**src/rtl/frame_buffer_streamer_pkg.sv**
```systemverilog
`default_nettype none
// +------------------------------------------------------------------+
// | vfx_video_pkg : shared video types for the frame buffer streamer |
// | Rev 1.0                                                          |
// +------------------------------------------------------------------+
package vfx_video_pkg;

    localparam int FRAME_W    = 320;
    localparam int FRAME_H    = 240;
    localparam int NUM_PIXELS = FRAME_W * FRAME_H;

    typedef struct packed {
        logic [3:0] r;
        logic [3:0] g;
        logic [3:0] b;
    } rgb444_t;

    localparam int RGB444_BITS = $bits(rgb444_t);

    typedef struct packed {
        logic    sop;
        logic    eop;
        rgb444_t rgb;
    } pix_beat_t;

    typedef enum logic [0:0] {
        SWAP_IDLE    = 1'b0,
        SWAP_PENDING = 1'b1
    } swap_state_t;

endpackage
`default_nettype wire

```
**src/rtl/frame_buffer_streamer_if.sv**
```systemverilog
`default_nettype none
// +------------------------------------------------------------------+
// | frame_buffer_streamer_if : ready/valid pixel stream with SOP/EOP |
// | Rev 1.0                                                          |
// +------------------------------------------------------------------+
interface frame_buffer_streamer_if
    import vfx_video_pkg::*;
#(
    parameter int PIXEL_BITS = RGB444_BITS
) ();

    logic [PIXEL_BITS-1:0] out_data;
    logic                  out_valid;
    logic                  out_ready;
    logic                  out_sop;
    logic                  out_eop;

    modport master (
        output out_data,
        output out_valid,
        output out_sop,
        output out_eop,
        input  out_ready
    );

    modport slave (
        input  out_data,
        input  out_valid,
        input  out_sop,
        input  out_eop,
        output out_ready
    );

endinterface
`default_nettype wire

```
**src/rtl/frame_buffer_streamer_fifo.sv**
```systemverilog
`default_nettype none
// +------------------------------------------------------------------+
// | stream_fifo : shift-register sync FIFO, head entry is a flop     |
// | Rev 1.0                                                          |
// +------------------------------------------------------------------+
module stream_fifo
    import vfx_video_pkg::*;
#(
    parameter int DEPTH    = 2,
    parameter int CNT_BITS = $clog2(DEPTH + 1)
) (
    input  wire logic          clk,
    input  wire logic          reset,
    input  wire logic          push,
    input  wire pix_beat_t     push_beat,
    input  wire logic          pop,
    output pix_beat_t          head,
    output logic               full,
    output logic               empty,
    output logic [CNT_BITS-1:0] count
);

    pix_beat_t           mem_q [DEPTH];
    pix_beat_t           mem_d [DEPTH];
    logic [CNT_BITS-1:0] count_q;
    logic [CNT_BITS-1:0] count_d;
    logic [CNT_BITS-1:0] fill;
    logic                do_push;
    logic                do_pop;

    // Entries shift toward slot 0 on pop, so the head is always mem_q[0].
    always_comb begin
        do_pop  = pop & (count_q != '0);
        do_push = push & ((count_q != CNT_BITS'(DEPTH)) | do_pop);
        mem_d   = mem_q;
        if (do_pop) begin
            for (int i = 0; i < DEPTH - 1; i++) begin
                mem_d[i] = mem_q[i + 1];
            end
        end
        fill = count_q - CNT_BITS'(do_pop);
        if (do_push) begin
            for (int i = 0; i < DEPTH; i++) begin
                if (fill == CNT_BITS'(i)) begin
                    mem_d[i] = push_beat;
                end
            end
        end
        count_d = fill + CNT_BITS'(do_push);
    end

    always_ff @(posedge clk) begin
        if (reset) begin
            mem_q   <= '{default: '0};
            count_q <= '0;
        end else begin
            mem_q   <= mem_d;
            count_q <= count_d;
        end
    end

    assign head  = mem_q[0];
    assign full  = (count_q == CNT_BITS'(DEPTH));
    assign empty = (count_q == '0);
    assign count = count_q;

endmodule
`default_nettype wire

```
**src/rtl/frame_buffer_streamer.sv**
```systemverilog
`default_nettype none
// +------------------------------------------------------------------+
// | frame_buffer_streamer : raster-order BRAM reader -> pixel stream |
// | Rev 1.0                                                          |
// +------------------------------------------------------------------+
module frame_buffer_streamer
    import vfx_video_pkg::*;
#(
    parameter int NUM_PIXELS = vfx_video_pkg::NUM_PIXELS,
    parameter int PIXEL_BITS = 12,
    parameter int ADDR_BITS  = 17,
    parameter int FIFO_DEPTH = 2
) (
    input  wire logic                  clk,
    input  wire logic                  reset,
    output logic                       rd_en,
    output logic [ADDR_BITS-1:0]       rd_addr,
    output logic                       rd_bank,
    input  wire logic [PIXEL_BITS-1:0] rd_data,
    input  wire logic                  swap_req,
    output logic                       swap_ack,
    frame_buffer_streamer_if.master    out_if
);

    localparam int                   C_CNT_BITS  = $clog2(FIFO_DEPTH + 1);
    localparam int                   C_OCC_BITS  = C_CNT_BITS + 1;
    localparam logic [ADDR_BITS-1:0] C_LAST_ADDR = ADDR_BITS'(NUM_PIXELS - 1);

    logic [ADDR_BITS-1:0]  rd_addr_q, rd_addr_d;
    logic                  rd_bank_q, rd_bank_d;
    logic                  inflight_q, inflight_d;
    logic                  sop_q, sop_d;
    logic                  eop_q, eop_d;
    logic                  swap_ack_q, swap_ack_d;
    swap_state_t           swap_state_q, swap_state_d;

    logic                  issue;
    logic                  issue_last;
    logic                  pop;
    logic                  push;
    logic [C_OCC_BITS-1:0] occupancy;
    pix_beat_t             push_beat;
    pix_beat_t             head;
    logic                  fifo_full;
    logic                  fifo_empty;
    logic [C_CNT_BITS-1:0] fifo_count;

    // Reads are issued only while FIFO + in-flight slot has room after this cycle's pop.
    always_comb begin
        pop        = !fifo_empty & out_if.out_ready;
        occupancy  = {1'b0, fifo_count} + C_OCC_BITS'(inflight_q) - C_OCC_BITS'(pop);
        issue      = !reset && (occupancy < C_OCC_BITS'(FIFO_DEPTH));
        issue_last = issue && (rd_addr_q == C_LAST_ADDR);

        rd_addr_d = rd_addr_q;
        if (issue) begin
            rd_addr_d = issue_last ? '0 : rd_addr_q + ADDR_BITS'(1);
        end
        inflight_d = issue;
        sop_d      = (rd_addr_q == '0);
        eop_d      = (rd_addr_q == C_LAST_ADDR);
    end

    // The bank only toggles on the read that closes a frame.
    always_comb begin
        swap_state_d = swap_state_q;
        rd_bank_d    = rd_bank_q;
        swap_ack_d   = 1'b0;
        case (swap_state_q)
            SWAP_IDLE: begin
                if (swap_req) begin
                    if (issue_last) begin
                        rd_bank_d  = ~rd_bank_q;
                        swap_ack_d = 1'b1;
                    end else begin
                        swap_state_d = SWAP_PENDING;
                    end
                end
            end
            SWAP_PENDING: begin
                if (issue_last) begin
                    rd_bank_d    = ~rd_bank_q;
                    swap_ack_d   = 1'b1;
                    swap_state_d = SWAP_IDLE;
                end
            end
            default: swap_state_d = SWAP_IDLE;
        endcase
    end

    always_ff @(posedge clk) begin
        if (reset) begin
            rd_addr_q    <= '0;
            rd_bank_q    <= 1'b0;
            inflight_q   <= 1'b0;
            sop_q        <= 1'b0;
            eop_q        <= 1'b0;
            swap_ack_q   <= 1'b0;
            swap_state_q <= SWAP_IDLE;
        end else begin
            rd_addr_q    <= rd_addr_d;
            rd_bank_q    <= rd_bank_d;
            inflight_q   <= inflight_d;
            sop_q        <= sop_d;
            eop_q        <= eop_d;
            swap_ack_q   <= swap_ack_d;
            swap_state_q <= swap_state_d;
        end
    end

    always_comb begin
        push          = inflight_q & (!fifo_full | pop);
        push_beat     = '0;
        push_beat.sop = sop_q;
        push_beat.eop = eop_q;
        push_beat.rgb = rgb444_t'(rd_data);
    end

    stream_fifo #(
        .DEPTH    (FIFO_DEPTH),
        .CNT_BITS (C_CNT_BITS)
    ) u_fifo (
        .clk       (clk),
        .reset     (reset),
        .push      (push),
        .push_beat (push_beat),
        .pop       (pop),
        .head      (head),
        .full      (fifo_full),
        .empty     (fifo_empty),
        .count     (fifo_count)
    );

    assign rd_en            = issue;
    assign rd_addr          = rd_addr_q;
    assign rd_bank          = rd_bank_q;
    assign swap_ack         = swap_ack_q;
    assign out_if.out_valid = !fifo_empty;
    assign out_if.out_data  = head.rgb;
    assign out_if.out_sop   = head.sop;
    assign out_if.out_eop   = head.eop;

endmodule
`default_nettype wire

```
**src/flat_wrapper.sv**
```systemverilog
// flat-port wrapper written by rule: the top's interface ports become plain ports
module frame_buffer_streamer_flat import vfx_video_pkg::*;
#(
    parameter int NUM_PIXELS = vfx_video_pkg::NUM_PIXELS,
    parameter int PIXEL_BITS = 12,
    parameter int ADDR_BITS  = 17,
    parameter int FIFO_DEPTH = 2
)
  (clk, reset, rd_en, rd_addr, rd_bank, rd_data, swap_req, swap_ack, out_if_out_data, out_if_out_valid, out_if_out_sop, out_if_out_eop, out_if_out_ready);
  frame_buffer_streamer_if #(.PIXEL_BITS(PIXEL_BITS)) out_if_i ();
  input  wire logic clk;
  input  wire logic reset;
  output logic rd_en;
  output logic [ADDR_BITS-1:0] rd_addr;
  output logic rd_bank;
  input  wire logic [PIXEL_BITS-1:0] rd_data;
  input  wire logic swap_req;
  output logic swap_ack;
  output wire logic [$bits(out_if_i.out_data)-1:0] out_if_out_data;
  output wire logic [$bits(out_if_i.out_valid)-1:0] out_if_out_valid;
  output wire logic [$bits(out_if_i.out_sop)-1:0] out_if_out_sop;
  output wire logic [$bits(out_if_i.out_eop)-1:0] out_if_out_eop;
  input wire logic [$bits(out_if_i.out_ready)-1:0] out_if_out_ready;
  assign out_if_out_data = out_if_i.out_data;
  assign out_if_out_valid = out_if_i.out_valid;
  assign out_if_out_sop = out_if_i.out_sop;
  assign out_if_out_eop = out_if_i.out_eop;
  assign out_if_i.out_ready = out_if_out_ready;
  frame_buffer_streamer #(.NUM_PIXELS(NUM_PIXELS), .PIXEL_BITS(PIXEL_BITS), .ADDR_BITS(ADDR_BITS), .FIFO_DEPTH(FIFO_DEPTH)) u_core (.clk(clk), .reset(reset), .rd_en(rd_en), .rd_addr(rd_addr), .rd_bank(rd_bank), .rd_data(rd_data), .swap_req(swap_req), .swap_ack(swap_ack), .out_if(out_if_i));
endmodule
```
**config.mk**
```make
export PLATFORM = sky130hd
export DESIGN_NAME = frame_buffer_streamer_flat
export DESIGN_NICKNAME = d
export VERILOG_FILES = /design/src/rtl/frame_buffer_streamer_pkg.sv /design/src/rtl/frame_buffer_streamer_if.sv /design/src/rtl/frame_buffer_streamer_fifo.sv /design/src/rtl/frame_buffer_streamer.sv /design/src/flat_wrapper.sv
export SDC_FILE = /design/constraint.sdc
export NUM_CORES = 1
export LEC_CHECK = 0
export CAP_MARGIN = 15
export CORE_MARGIN = 2
export CORE_UTILIZATION = 40
export DETAILED_ROUTE_END_ITERATION = 8
export PLACE_DENSITY = 0.73
export SETUP_SLACK_MARGIN = 0.3
export SYNTH_ARGS = -nofsm -noshare
export SYNTH_HDL_FRONTEND = slang
export SYNTH_SLANG_ARGS = --single-unit
export TNS_END_PERCENT = 100
```
**constraint.sdc**
```tcl
create_clock -name clk -period 3.5 [get_ports clk]
set_clock_uncertainty 0.1 [all_clocks]
set_input_delay 0.35 -clock clk [delete_from_list [all_inputs] [get_ports clk]]
set_output_delay 0.35 -clock clk [all_outputs]
set_load 0.02 [all_outputs]
```
==> results of run 1 <==
==> placed cells by master, fill, tap and decap left out, types with 2 or more instances in the layout <==
cell	instances
mux2i_1	14
xor2_1	4
nand3_1	5
o211a_1	2
clkdlybuf4s50_1	49
clkbuf_8	5
nor3_1	2
xnor2_1	6
nand2b_4	2
ha_1	5
buf_4	10
nor2_1	45
o21ai_0	2
and4_1	2
inv_1	8
a21oi_1	10
dfxtp_1	52
a311oi_1	14
nand4_1	5
nand2_1	35
o31ai_1	7
or3_1	3
nor4_1	8
nor2b_1	2
or4_1	6
==> where the power goes <==
group	switching (mW)	total, mW	internal (mW)
sequential	0.0737	0.792	0.718
combinational	0.483	0.888	0.404
clock	0.218	0.363	0.145
total	0.775	2.04	1.27
==> worst max path at each step <==
stage                      startpoint                  to  slack (ns)  depth (start not counted)
2_1_floorplan  u_core.u_fifo.count[1]   u_core.rd_addr[9]        0.33                         13
3_3_place_gp         out_if_out_ready               rd_en        0.23                          9
3_5_place_dp         out_if_out_ready               rd_en        0.23                          9
4_1_cts        u_core.u_fifo.count[0]               rd_en        0.38                          9
5_1_grt        u_core.u_fifo.count[0]  u_core.rd_addr[12]        0.32                         11
6_report       u_core.u_fifo.count[0]  u_core.rd_addr[12]        0.51                         11
==> per-layer routing <==
| metal | vias up | GRT usage | wire length [µm] |
|---|---|---|---|
| met5 | - | 0 | 0 |
| li1 | 1058 | - | - |
| met2 | 64 | 0.271 | 2580 |
| met4 | 0 | 0.0402 | 42 |
| met3 | 4 | 0.0378 | 296 |
| met1 | 1004 | 0.214 | 2710 |
==> final cells by class <==
cell class              count  area (µm²)
clock inverters             3        25.0
inverters                   9        36.3
clock buffers               5        68.8
flip-flops and latches     53        1060
repair buffers             60         571
fillers                   570        2850
multi-input cells         193        1250
well taps                  75        93.8
==> cells in the mapped netlist, types with 2 or more instances <==
master / instances
dfxtp_1: 53
nor2_1: 45
nand2_1: 36
a311oi_1: 14
mux2i_1: 14
buf_4: 12
a21oi_1: 10
clkbuf_1: 9
inv_1: 9
nor4_1: 8
o31ai_1: 7
or4_1: 6
xnor2_1: 6
ha_1: 5
nand3_1: 5
nand4_1: 5
xor2_1: 4
buf_2: 3
or3_1: 3
and4_1: 2
buf_6: 2
nand2b_1: 2
nor2b_1: 2
nor3_1: 2
o211a_1: 2
o21ai_0: 2
==> logic make-up (layout without fill, tap and decap cells) <==
| logic type | Yosys count | in the layout |
|---|---|---|
| AND/OR/NAND/NOR | 123 | 123 |
| flip-flops | 53 | 53 |
| XOR/XNOR | 11 | 11 |
| buffers and inverters | 36 | 77 |
| adder cells (fa/ha/maj) | 6 | 6 |
| AO/OA/AOI/OAI | 38 | 38 |
| multiplexers | 15 | 15 |
==> flip-flops by register name, summed over array words and instances (netlist names) <==
register,cells
u_core.sop_q,1
u_core.rd_addr,17
u_core.swap_state_q,1
u_core.rd_bank,1
u_core.swap_ack,1
u_core.u_fifo.count,2
u_core.inflight_q,1
u_core.u_fifo.mem_q,14
u_core.u_fifo.head,14
u_core.eop_q,1
==> repair_timing <==
| action | CTS | global route |
|---|---|---|
| buffers inserted | 0 | 0 |
| gates resized for setup | 1 | 2 |
| hold endpoints to repair | 0 | 0 |
| endpoints found under the setup margin | 1 | 1 |
==> through the flow <==
stage                     hold WS [ns]  total power [mW]  cell area (µm²)  instances
final                            0.380              2.04             3110        398
after global routing             0.401              2.18             3110        398
after CTS                        0.384              2.07             3110        398
after detailed placement         0.367              1.70             3020        390
after global placement           0.357              1.67             3020        390
after floorplan                  0.351              1.46             2520        282
==> worst max-delay path: cells and delay by family, from the launching register on <==
kind                     cells  cell delay [ns]
adder cells (fa/ha/maj)      2             0.67
XOR/XNOR                     1             0.21
AND/OR/NAND/NOR              5             1.18
AO/OA/AOI/OAI                1             0.14
flip-flops                   1             0.38
buffers and inverters        2             0.24
==> metrics.cfg, run 1 <==
[die]
core-area_um2 = 5960
die_area_um2 = 6860
ios = 51
initial_core_util = 0.417
die_h_um = 82.8
rows = 28
die-width_um = 82.8

[worst_setup_path]
reg2reg_slack_ns = 0.51
r2r-start = u_core.u_fifo.count[0]
crit_fanout = 7
crit_required_ns = 3.64
worstSetupStartpointType = flip-flop
rr_endpoint = u_core.rd_addr[12]
cpMaxStageDelayCell = or4_1
worstRegToRegCells = 11
crit_path_end_kind = flip-flop
cp_cell_sequence = or2_4 -> nand2_4 -> inv_4 -> ha_1 -> nand2b_4 -> fa_2 -> xnor2_1 -> nand3_1 -> buf_4 -> or4_1 -> a21oi_1
arrival_ns = 3.13
slowest_delay_ns = 0.49
path_class = flip-flop to flip-flop

[timing]
hold_violations = 0
layout_setup_ws_ns = 0.508
slew_headroom = 0.697
finalCritPeriodShare = 0.855
slew_violations = 0
tns_ns = 0
fmax_ghz = 0.334
rsz0062_at_grt = false
period_minus_slack_ns = 2.99
tightestPinTransition_ns = 0.453
finalSetupViolCount = 0

[power]
irDropWorstVdd_mv = 0.388
power_density_nw_per_um2 = 657
leakage_nw = 1.11

[route]
drc = 0
ant_nets = 0
wire_per_inst_um = 14.1
vias = 2130
viasPerCell = 5.35
firstDrtPassIters = 4
wl_um = 5630
drtIter0Drc = 86

[yosys]
yosysWarnings = 0
synth_top_family_by_area = simple AND/OR/NAND/NOR gates
ys_seq_elements = 53
synthFlopType = dfxtp_1
syn_area_per_cell_um2 = 8.82
yosys.area_share.simple = 0.238
synth_top_area_cell = dfxtp_1
synth_fa_ha_area_frac = 0.0332
synth_compound_area_frac = 0.115
synthXorXnorAreaFrac = 0.0463
ys_seq_area_frac = 0.427
syn_inst = 282
ys_async_sr_fraction = 0
synth_area_um2 = 2490
synth_fp_nets = 304
synth_top_area_frac = 0.427
synth_top_cells_by_area = dfxtp_1 43%, nor2_1 6.8%, mux2i_1 5.6%, nand2_1 5.4%, a311oi_1 4.9%
yosysUniqueCellTypes = 40
synth_edf_count = 0
synthMuxAreaShare = 0.0609

[cells_and_area]
nNetsFinal = 344
syn2layout_area_growth_pct = 25.1
antenna_cells = 0
drive_gt1_frac = 0.0991
final_util = 0.522

[place]
dpl.hpwl_um = 3790
io_buffers = 50
pre_cts_ws_ns = 0.234
place_congestion = 0.771

[global_route]
grt_use_total = 0.163
overflow = 0
antenna_found_initial = 0
grt_pass1_vias = 2136
grt_start_max_net_pins = 36
grt_pass1_wl_um = 9580

[clock_network]
cts_htree_levels = 2
cts_tree = yes
cts_root_buf = clkbuf_8
cts_made_buffers = 5
clk_path_buf_depth = 2
path_clk_slew_ns = 0.11
ctsHoldBuffers = 0
clkSinkCount = 53
clk_latency_ns = 0.31

[status]
outcome = finished, final reports clean

[flow_run]
maxCapViolCount = 0

[min_path]
hold_class = flip-flop to flip-flop
worstHoldStart = u_core.u_fifo.mem_q[12]
worstHoldEndpoint = u_core.u_fifo.head[12]
whs_path_depth = 2

(Power assumes the default switching activity.)
==> run 2: changes to the inputs <==
- CTS_BUF_LIST: not set -> sky130_fd_sc_hd__clkbuf_8
==> results of run 2 <==
Same layout as run 1: the final DEF is identical, and so are final timing and power.
==> run 3: changes to the inputs <==
- ABC_CLOCK_PERIOD_IN_PS: not set -> 3500
==> results of run 3 <==
Same layout as run 1: the final DEF is identical, and so are final timing and power.
